===== config.mk =====
export PLATFORM = sky130hd
export DESIGN_NAME = sr_ctrl_stack_flat
export DESIGN_NICKNAME = d
export VERILOG_FILES = /design/src/rtl/msp_sr_pkg.sv /design/src/rtl/sr_ctrl_stack_if.sv /design/src/rtl/sr_shadow_stack.sv /design/src/rtl/sr_ctrl_stack.sv /design/src/flat_wrapper.sv
export SDC_FILE = /design/constraint.sdc
export NUM_CORES = 1
export LEC_CHECK = 0
export ABC_AREA = 0
export ABC_CLOCK_PERIOD_IN_PS = 4200
export CAP_MARGIN = 15
export CORE_MARGIN = 2
export CORE_UTILIZATION = 50
export CTS_BUF_LIST = sky130_fd_sc_hd__clkbuf_16
export DETAILED_ROUTE_END_ITERATION = 10
export PLACE_DENSITY_LB_ADDON = 0.12
export SLEW_MARGIN = 20
export SYNTH_ARGS = -nofsm -noshare
export SYNTH_HDL_FRONTEND = slang
export SYNTH_SLANG_ARGS = --single-unit
export TNS_END_PERCENT = 1

===== constraint.sdc =====
create_clock -name clk -period 4.2 [get_ports clk]
set_input_delay 0.63 -clock clk [delete_from_list [all_inputs] [get_ports clk]]
set_output_delay 0.63 -clock clk [all_outputs]
set_load 0.05 [all_outputs]

===== src/rtl/msp_sr_pkg.sv =====
// rtl/msp_sr_pkg.sv - shared SR bit positions, entry clear mask and stack-op encoding
package msp_sr_pkg;

    // SR bit positions
    localparam int SR_C      = 0;
    localparam int SR_Z      = 1;
    localparam int SR_N      = 2;
    localparam int SR_GIE    = 3;
    localparam int SR_CPUOFF = 4;
    localparam int SR_OSCOFF = 5;
    localparam int SR_SCG0   = 6;
    localparam int SR_SCG1   = 7;
    localparam int SR_V      = 8;

    // Interrupt entry disables interrupts and wakes the CPU and clocks
    localparam logic [15:0] SR_ENTRY_CLR = (16'h1 << SR_GIE)  | (16'h1 << SR_CPUOFF) |
                                           (16'h1 << SR_OSCOFF) | (16'h1 << SR_SCG0) |
                                           (16'h1 << SR_SCG1);

    typedef enum logic [1:0] {
        SOP_NONE,
        SOP_PUSH,
        SOP_POP,
        SOP_COLL
    } stack_op_e;

    // Collapse the raw push/pop requests into one stack operation
    function automatic stack_op_e decode_stack_op(input logic push, input logic pop);
        if (push && pop) return SOP_COLL;
        if (pop)         return SOP_POP;
        if (push)        return SOP_PUSH;
        return SOP_NONE;
    endfunction

endpackage


===== src/rtl/sr_ctrl_stack_if.sv =====
// rtl/sr_ctrl_stack_if.sv - decoder/execution side bus of the SR control unit
interface sr_ctrl_stack_if #(
    parameter int WIDTH   = 16,
    parameter int NUM_SRC = 2
);
    localparam int SW = $clog2(NUM_SRC);

    logic [NUM_SRC*WIDTH-1:0] src_data;
    logic [SW-1:0]            src_sel;
    logic                     wr_en;
    logic [WIDTH-1:0]         wr_mask;
    logic                     push;
    logic                     pop;
    logic [WIDTH-1:0]         sr_q;
    logic [WIDTH-1:0]         sr_d;
    logic                     stk_empty;
    logic                     stk_full;
    logic                     err;

    modport master (
        output src_data, src_sel, wr_en, wr_mask, push, pop,
        input  sr_q, sr_d, stk_empty, stk_full, err
    );

    modport slave (
        input  src_data, src_sel, wr_en, wr_mask, push, pop,
        output sr_q, sr_d, stk_empty, stk_full, err
    );

endinterface


===== src/rtl/sr_shadow_stack.sv =====
// rtl/sr_shadow_stack.sv - LIFO shadow stack holding SR values saved on interrupt entry
module sr_shadow_stack #(
    parameter int WIDTH = 16,
    parameter int DEPTH = 4
) (
    input  logic             clk,
    input  logic             rst_n,
    input  logic             push_i,
    input  logic             pop_i,
    input  logic [WIDTH-1:0] wdata_i,
    output logic [WIDTH-1:0] rdata_o,
    output logic             full_o,
    output logic             empty_o
);
    localparam int AW = $clog2(DEPTH);
    localparam int CW = AW + 1;

    logic [CW-1:0]    count_q;
    logic [CW-1:0]    count_d;
    logic [WIDTH-1:0] mem [DEPTH];
    logic [AW-1:0]    top_idx;

    assign full_o  = (count_q == CW'(DEPTH));
    assign empty_o = (count_q == '0);
    assign top_idx = count_q[AW-1:0] - AW'(1);
    assign rdata_o = mem[top_idx];

    // Saturating up/down count; requests that would over/underflow are dropped
    always_comb begin
        count_d = count_q;
        if (push_i && !pop_i && !full_o) begin
            count_d = count_q + CW'(1);
        end else if (pop_i && !push_i && !empty_o) begin
            count_d = count_q - CW'(1);
        end
    end

    // Occupancy register; reset discards every saved entry
    always_ff @(posedge clk or negedge rst_n) begin
        if (!rst_n) begin
            count_q <= '0;
        end else begin
            count_q <= count_d;
        end
    end

    // Entry storage needs no reset since occupancy gates every read
    always_ff @(posedge clk) begin
        if (push_i && !pop_i && !full_o) begin
            mem[count_q[AW-1:0]] <= wdata_i;
        end
    end

endmodule


===== src/rtl/sr_ctrl_stack.sv =====
// rtl/sr_ctrl_stack.sv - SR source select, masked write, interrupt push/RETI pop and error flag
module sr_ctrl_stack
    import msp_sr_pkg::*;
#(
    parameter int               WIDTH          = 16,
    parameter int               NUM_SRC        = 2,
    parameter int               DEPTH          = 4,
    parameter logic [WIDTH-1:0] ENTRY_CLR_MASK = WIDTH'(SR_ENTRY_CLR)
) (
    input  logic           clk,
    input  logic           rst_n,
    sr_ctrl_stack_if.slave bus
);
    logic [WIDTH-1:0] sr_q;
    logic [WIDTH-1:0] sr_d;
    logic             err_q;
    logic             err_d;
    logic [WIDTH-1:0] sel_src;
    logic [WIDTH-1:0] wval;
    logic [WIDTH-1:0] base_val;
    logic             stk_push;
    logic             stk_pop;
    logic [WIDTH-1:0] stk_top;
    logic             stk_full;
    logic             stk_empty;
    stack_op_e        sop;

    // Source mux; any out-of-range index falls back to source 0
    always_comb begin
        sel_src = bus.src_data[WIDTH-1:0];
        for (int i = 1; i < NUM_SRC; i++) begin
            if (int'(bus.src_sel) == i) begin
                sel_src = bus.src_data[WIDTH*i +: WIDTH];
            end
        end
    end

    assign wval     = (sr_q & ~bus.wr_mask) | (sel_src & bus.wr_mask);
    assign base_val = bus.wr_en ? wval : sr_q;
    assign sop      = decode_stack_op(bus.push, bus.pop);

    // Priority resolution: RETI owns SR on a successful pop, entry clears mode bits
    always_comb begin
        sr_d     = base_val;
        err_d    = 1'b0;
        stk_push = 1'b0;
        stk_pop  = 1'b0;
        case (sop)
            SOP_COLL: begin
                err_d = 1'b1;
            end
            SOP_POP: begin
                if (!stk_empty) begin
                    sr_d    = stk_top;
                    stk_pop = 1'b1;
                end else begin
                    err_d = 1'b1;
                end
            end
            SOP_PUSH: begin
                sr_d = base_val & ~ENTRY_CLR_MASK;
                if (!stk_full) begin
                    stk_push = 1'b1;
                end else begin
                    err_d = 1'b1;
                end
            end
            default: begin
                sr_d = base_val;
            end
        endcase
    end

    // SR and error-pulse registers
    always_ff @(posedge clk or negedge rst_n) begin
        if (!rst_n) begin
            sr_q  <= '0;
            err_q <= 1'b0;
        end else begin
            sr_q  <= sr_d;
            err_q <= err_d;
        end
    end

    // The stack captures the pre-write SR so RETI returns the interrupted context
    sr_shadow_stack #(
        .WIDTH (WIDTH),
        .DEPTH (DEPTH)
    ) u_stack (
        .clk     (clk),
        .rst_n   (rst_n),
        .push_i  (stk_push),
        .pop_i   (stk_pop),
        .wdata_i (sr_q),
        .rdata_o (stk_top),
        .full_o  (stk_full),
        .empty_o (stk_empty)
    );

    assign bus.sr_q      = sr_q;
    assign bus.sr_d      = sr_d;
    assign bus.err       = err_q;
    assign bus.stk_empty = stk_empty;
    assign bus.stk_full  = stk_full;

endmodule

===== src/flat_wrapper.sv =====
// flat-port wrapper written by rule: the top's interface ports become plain ports
module sr_ctrl_stack_flat import msp_sr_pkg::*;
#(
    parameter int               WIDTH          = 16,
    parameter int               NUM_SRC        = 2,
    parameter int               DEPTH          = 4,
    parameter logic [WIDTH-1:0] ENTRY_CLR_MASK = WIDTH'(SR_ENTRY_CLR)
)
  (clk, rst_n, bus_src_data, bus_src_sel, bus_wr_en, bus_wr_mask, bus_push, bus_pop, bus_sr_q, bus_sr_d, bus_stk_empty, bus_stk_full, bus_err);
  sr_ctrl_stack_if #(.WIDTH(WIDTH), .NUM_SRC(NUM_SRC)) bus_i ();
  input  logic clk;
  input  logic rst_n;
  input wire logic [$bits(bus_i.src_data)-1:0] bus_src_data;
  input wire logic [$bits(bus_i.src_sel)-1:0] bus_src_sel;
  input wire logic [$bits(bus_i.wr_en)-1:0] bus_wr_en;
  input wire logic [$bits(bus_i.wr_mask)-1:0] bus_wr_mask;
  input wire logic [$bits(bus_i.push)-1:0] bus_push;
  input wire logic [$bits(bus_i.pop)-1:0] bus_pop;
  output wire logic [$bits(bus_i.sr_q)-1:0] bus_sr_q;
  output wire logic [$bits(bus_i.sr_d)-1:0] bus_sr_d;
  output wire logic [$bits(bus_i.stk_empty)-1:0] bus_stk_empty;
  output wire logic [$bits(bus_i.stk_full)-1:0] bus_stk_full;
  output wire logic [$bits(bus_i.err)-1:0] bus_err;
  assign bus_i.src_data = bus_src_data;
  assign bus_i.src_sel = bus_src_sel;
  assign bus_i.wr_en = bus_wr_en;
  assign bus_i.wr_mask = bus_wr_mask;
  assign bus_i.push = bus_push;
  assign bus_i.pop = bus_pop;
  assign bus_sr_q = bus_i.sr_q;
  assign bus_sr_d = bus_i.sr_d;
  assign bus_stk_empty = bus_i.stk_empty;
  assign bus_stk_full = bus_i.stk_full;
  assign bus_err = bus_i.err;
  sr_ctrl_stack #(.WIDTH(WIDTH), .NUM_SRC(NUM_SRC), .DEPTH(DEPTH), .ENTRY_CLR_MASK(ENTRY_CLR_MASK)) u_core (.clk(clk), .rst_n(rst_n), .bus(bus_i));
endmodule

Word-level counts from Yosys, hierarchy flattened --
Memories as Yosys holds them, arrays and structs flattened. Index checks and enable logic that the tools add are counted. Widths: inputs -> output; s select.
Operators by class: add/sub/neg operators 3, equality and inequality tests 4, multiplexer cells 27, bitwise logic cells 4, reductions and logical operators 11
Operator list (count):
- $mux 16 | 3
- $and 16x16->16 | 2
- $pmux 16 s2 | 1
- $not 16->16 | 1
- $or 16x16->16 | 1
- $mux 1 | 14
- $mux 2 | 6
- $mux 3 | 2
- $logic_and 1x1->1 | 5
- $eq 2x2->1 const B | 2
- $logic_not 1->1 | 4
- $add 3x1->3 const B | 1
- $eq 3x3->1 const B | 1
- $logic_not 3->1 | 1
- $pmux 1 s3 | 1
- $sub 3x1->3 const B | 1
- $eq 2x1->1 const B | 1
- $reduce_bool 2->1 | 1
- $sub 2x1->2 const B | 1
Word-level totals: register bits 20, bits in writable memories 64, input port bits 54, output and inout bits 35, logic and storage cells 53, memories kept 1
Memory list:
- u_core.u_stack.mem | depth 4, bits a word 16, read ports 1, clocked after Yosys merged registers in 0, write ports 1, line sr_shadow_stack.sv:20 | logic [WIDTH-1:0] mem [DEPTH];

Longest topological paths before layout --
word-level depth 15, depth in mapped cells 13, gate-level depth less buffers 10

By module --
From an unflattened synthesis, not the netlist that was laid out.
Second synthesis, totals: cell total of the unflattened synthesis 231, area total of the unflattened synthesis 3793.6 µm²
Modules (own cells, without submodules):
- sr_shadow_stack | times used 1, cells an instance 129, area each 2717.6 µm², sequential area each 1996.9 µm²
- sr_ctrl_stack | times used 1, cells an instance 102, area each 1076.0 µm², sequential area each 425.4 µm²

Least setup slack after synthesis --
No wires, ideal clock.
path kind register -> output, start point register u_core.u_stack.count_q[0], end point output port bus_sr_d[2], arrival time 2.642 ns, data required time 3.570 ns, setup slack 0.928 ns, cell stages (with the launch flop) 10, buffers on the path 2, path through dfrtp_1 buf_6 buf_12 inv_1 ha_1 nand2b_4 inv_4 nand2_4 and3b_4 o21ai_0
On the way: elaborated cells between the ends (all ways) 5, those cells by class add/sub (1); mux (2); reduce/logical (1); memory (1)
RTL lines:
- start: declaration | line sr_shadow_stack.sv:18 | logic [CW-1:0] count_q;
- start signal: assignment | line sr_shadow_stack.sv:43 | count_q <= count_d;
- $logic_not 3->1 | line sr_shadow_stack.sv:24 | assign empty_o = (count_q == '0);
- named net bus_stk_empty | line flat_wrapper.sv:21 | output wire logic [$bits(bus_i.stk_empty)-1:0] bus_stk_empty;
- $mux 16 | line sr_ctrl_stack.sv:53 | if (!stk_empty) begin
- $pmux 16 s2 | line sr_ctrl_stack.sv:48 | case (sop)
- end: declaration | line flat_wrapper.sv:20 | output wire logic [$bits(bus_i.sr_d)-1:0] bus_sr_d;
The timed path passes the listed nets, and every way through them passes these cells.

Final worst setup path --
start point input port bus_push, end point output port bus_sr_d[2]
On the way: cells in the longest elaborated chain, start to end 8, elaborated cells between the ends (all ways) 12, those cells by class eq/ne (2); mux (9); reduce/logical (1)
Ends and longest elaborated chain:
- start: declaration | line flat_wrapper.sv:17 | input wire logic [$bits(bus_i.push)-1:0] bus_push;
- $mux 1 (2 in series) | line msp_sr_pkg.sv:31 | if (push) return SOP_PUSH;
- $mux 1 | line msp_sr_pkg.sv:30 | if (pop) return SOP_POP;
- $mux 2 | line msp_sr_pkg.sv:32 | return SOP_NONE;
- $mux 2 | line msp_sr_pkg.sv:31
- $mux 2 * | line msp_sr_pkg.sv:30
- $eq 2x1->1 or $eq 2x2->1 (tied branches) | line sr_ctrl_stack.sv:48
- $pmux 16 s2 * | line sr_ctrl_stack.sv:48
Mark *: on every way between the ends. The rest lies on a longest branch, timed or not. The select of a mux whose other input is x is not followed.

==> results.cfg <==
[final_layout]
synthToLayoutAreaGrowth_pct = 36.25
drive_above_1_share_pct = 18.18
layout.nets = 421
n_fill_cell = 536
num_antenna_cells = 0
stdcell_count = 465

[place]
place.port_buffers = 88
hpwl_um = 5632
gp_congestion = 0.7750
place_inst = 449

[logic_synthesis]
yosys_warnings = 0
synthArstFlopShare_pct = 23.81
synthFlopType = edfxtp_1
synthCells = 267
synth_edf_count = 64
synth_area_um2 = 3890
syn_nets = 330
synth_cell_type_count = 34
syn_avg_cell_area_um2 = 14.57
ys_ff_latch = 84
ys_seq_area_share_pct = 62.27

[min_path]
min_path_type = in2async

[critical_path]
rr_startpoint = u_core.u_stack.count_q[1]
cp.required_ps = 3570
r2r_cells = 9
worstPathMaxFanout = 15
slowest_delay_ps = 650
crit_slowest_cell = and3_1
path_cells = clkdlybuf4s50_1 -> inv_1 -> ha_1 -> and3_1 -> nand2_1 -> o21ai_0 -> buf_12
cp.buffers_inverters = 3
cp-startpoint = bus_push
arrival_ps = 2900
path_depth = 7
startpoint_type = input port
critPathTopFamily = simple AND/OR/NAND/NOR gates
worstSetupPathType = in2out
crit_path_end_kind = output pin

[die]
core-area_um2 = 7647
die_y_um = 92.21
die_area_um2 = 8502
rows = 32
initial_utilization_pct = 50.87
io_pins = 89
dieWidth_um = 92.21

[grt]
overflow = 0
grt_pass1_wl_um = 13540
grt_max_degree = 21
grt_pass1_vias = 2515
antenna_found_initial = 0
track_usage_pct = 21.53

[drt]
num_vias = 2504
wirelength_um = 8739
vias_per_cell = 5.385
wl_per_cell_um = 18.79
drt_iter0_drc = 120
drt.antenna.violating_nets = 0
drcViolationCount = 0
dr.pass1.iters = 4

[clock_tree]
clk_latency_ps = 330
hold_buffers = 0
cts_setup_buffers = 0
cts_resized = 0
cts_buffers = 9
cts.htree.levels = 3
clk_path_buf_depth = 2
clock-root-buffer = clkbuf_16
cts.sinks = 84
tritoncts = yes
path_clk_slew_ps = 60

[timing]
clock_skew_ps = 6.572
hold_viol_final = 0
finalCritPeriodShare_pct = 83.95
relSlewSlack_pct = 39.53
rsz0062_at_grt = no
finalSetupTns_ps = 0
setup_viol = 0
final.min_clock_period_ps = 3526
slew_viol_final = 0
worstMarginPinSlew_ps = 907.0
fmax_mhz = 283.6

[power]
power.density_nw_per_um2 = 619.7
leakage_uw = 0.002013
irDropWorstVdd_mv = 0.3563
p_total_uw = 3284

[run]
max_cap_viol_count = 0

[run_status]
status = finished, final reports clean
cell type report:
type	instances	area (um2)	share of cell area, %
clock buffer	9	225.2	4.249
tap	102	127.6	2.408
inverter	9	36.28	0.6846
timing repair buffer	95	1089	20.54
sequential	84	2422	45.70
clock inverter	7	75.07	1.416
multi-input combinational	159	1325	25.00
placed cells by master (no fill, tap or decap), types with 2 or more instances in the layout:
| master | netlist | final |
|---|---|---|
| buf_4 | 1 | 7 |
| mux4_1 | 7 | 7 |
| nand2_1 | 34 | 34 |
| nor2_2 | 0 | 3 |
| edfxtp_1 | 64 | 64 |
| o21ai_2 | 10 | 10 |
| o211ai_1 | 4 | 4 |
| inv_1 | 8 | 8 |
| clkbuf_16 | 0 | 9 |
| a21oi_1 | 18 | 18 |
| nor2b_1 | 2 | 2 |
| nand2b_1 | 2 | 2 |
| mux4_2 | 9 | 9 |
| clkdlybuf4s50_1 | 0 | 71 |
| mux2i_1 | 17 | 17 |
| ha_1 | 9 | 9 |
| buf_12 | 1 | 16 |
| a32o_1 | 5 | 5 |
| nand3b_1 | 3 | 3 |
| nor2_1 | 17 | 14 |
| clkinvlp_4 | 0 | 3 |
| o21ai_0 | 10 | 10 |
| inv_6 | 0 | 2 |
| dfrtp_1 | 20 | 20 |
| xnor2_1 | 2 | 2 |
sequential cells by signal (all words and copies together), names as in the netlist:
signal / count
u_core.u_stack.mem: 64
u_core.u_stack.count_q: 3
u_core.bus.err: 1
u_core.bus.sr_q: 16
Yosys cell counts, types with 2 or more instances:
| master | n | area, um2 |
|---|---|---|
| a21oi_1 | 18 | 90.09 |
| a32o_1 | 5 | 50.05 |
| buf_2 | 6 | 30.03 |
| buf_6 | 4 | 45.04 |
| clkbuf_1 | 3 | 11.26 |
| dfrtp_1 | 20 | 500.5 |
| edfxtp_1 | 64 | 1922 |
| ha_1 | 9 | 112.6 |
| inv_1 | 8 | 30.03 |
| mux2i_1 | 17 | 170.2 |
| mux4_1 | 7 | 183.9 |
| mux4_2 | 9 | 202.7 |
| nand2_1 | 34 | 127.6 |
| nand2b_1 | 2 | 12.51 |
| nand3b_1 | 3 | 22.52 |
| nor2_1 | 17 | 63.81 |
| nor2b_1 | 2 | 12.51 |
| o211ai_1 | 4 | 30.03 |
| o21ai_0 | 10 | 50.05 |
| o21ai_2 | 10 | 87.58 |
| xnor2_1 | 2 | 17.52 |
where the power goes:
part | internal [uW] | leakage (uW) | switching, uW
Combinational | 588 | 0.00103 | 753
Clock | 463 | 0.000138 | 321
Sequential | 1060 | 0.000843 | 100
Total | 2110 | 0.00201 | 1170
final timing paths:
| check | end | slack (ps) |
|---|---|---|
| worst max-delay path | bus_sr_d[2] | 670 |
| worst min-delay path | u_core.bus.sr_q[5] | 290 |
| worst max register to register | u_core.u_stack.count_q[1] | 1570 |
| worst min register to register | u_core.u_stack.mem[2][13] | 560 |
| max in group asynchronous | u_core.bus.sr_q[11] | 3540 |
| min in group clk | u_core.u_stack.mem[2][13] | 560 |
cell families after synthesis:
group / count (synthesis) / synth area share, %
buffers and inverters: 24 / 3.860
AND/OR/NAND/NOR: 65 / 7.719
adder cells (fa/ha/maj): 9 / 2.895
AO/OA/AOI/OAI: 50 / 8.492
flip-flops: 84 / 62.27
XOR/XNOR: 2 / 0.4504
multiplexers: 33 / 14.31
through the flow:
step	area (um2)	utilization [%]	worst slack [ps]	hold slack, ps
after detailed placement	5000	65.38	620.9	544.2
after CTS	5300	69.31	637.1	300.2
after floorplan	3890	-	927.8	334.4
after global routing	5300	69.31	528.2	311.7
after global placement	5005	65.45	746.2	527.2
final	5300	69.31	674.0	286.7
metal layers:
metal	part of all wire [%]	vias up	global-route usage, %	routed length [um]
li1	-	1191	-	-
met1	43	1222	29.45	3741
met5	0	-	0	0
met3	6.3	8	4.766	553
met4	1.1	0	7.090	97
met2	50	83	34.62	4346
(Power assumes the default switching activity.)
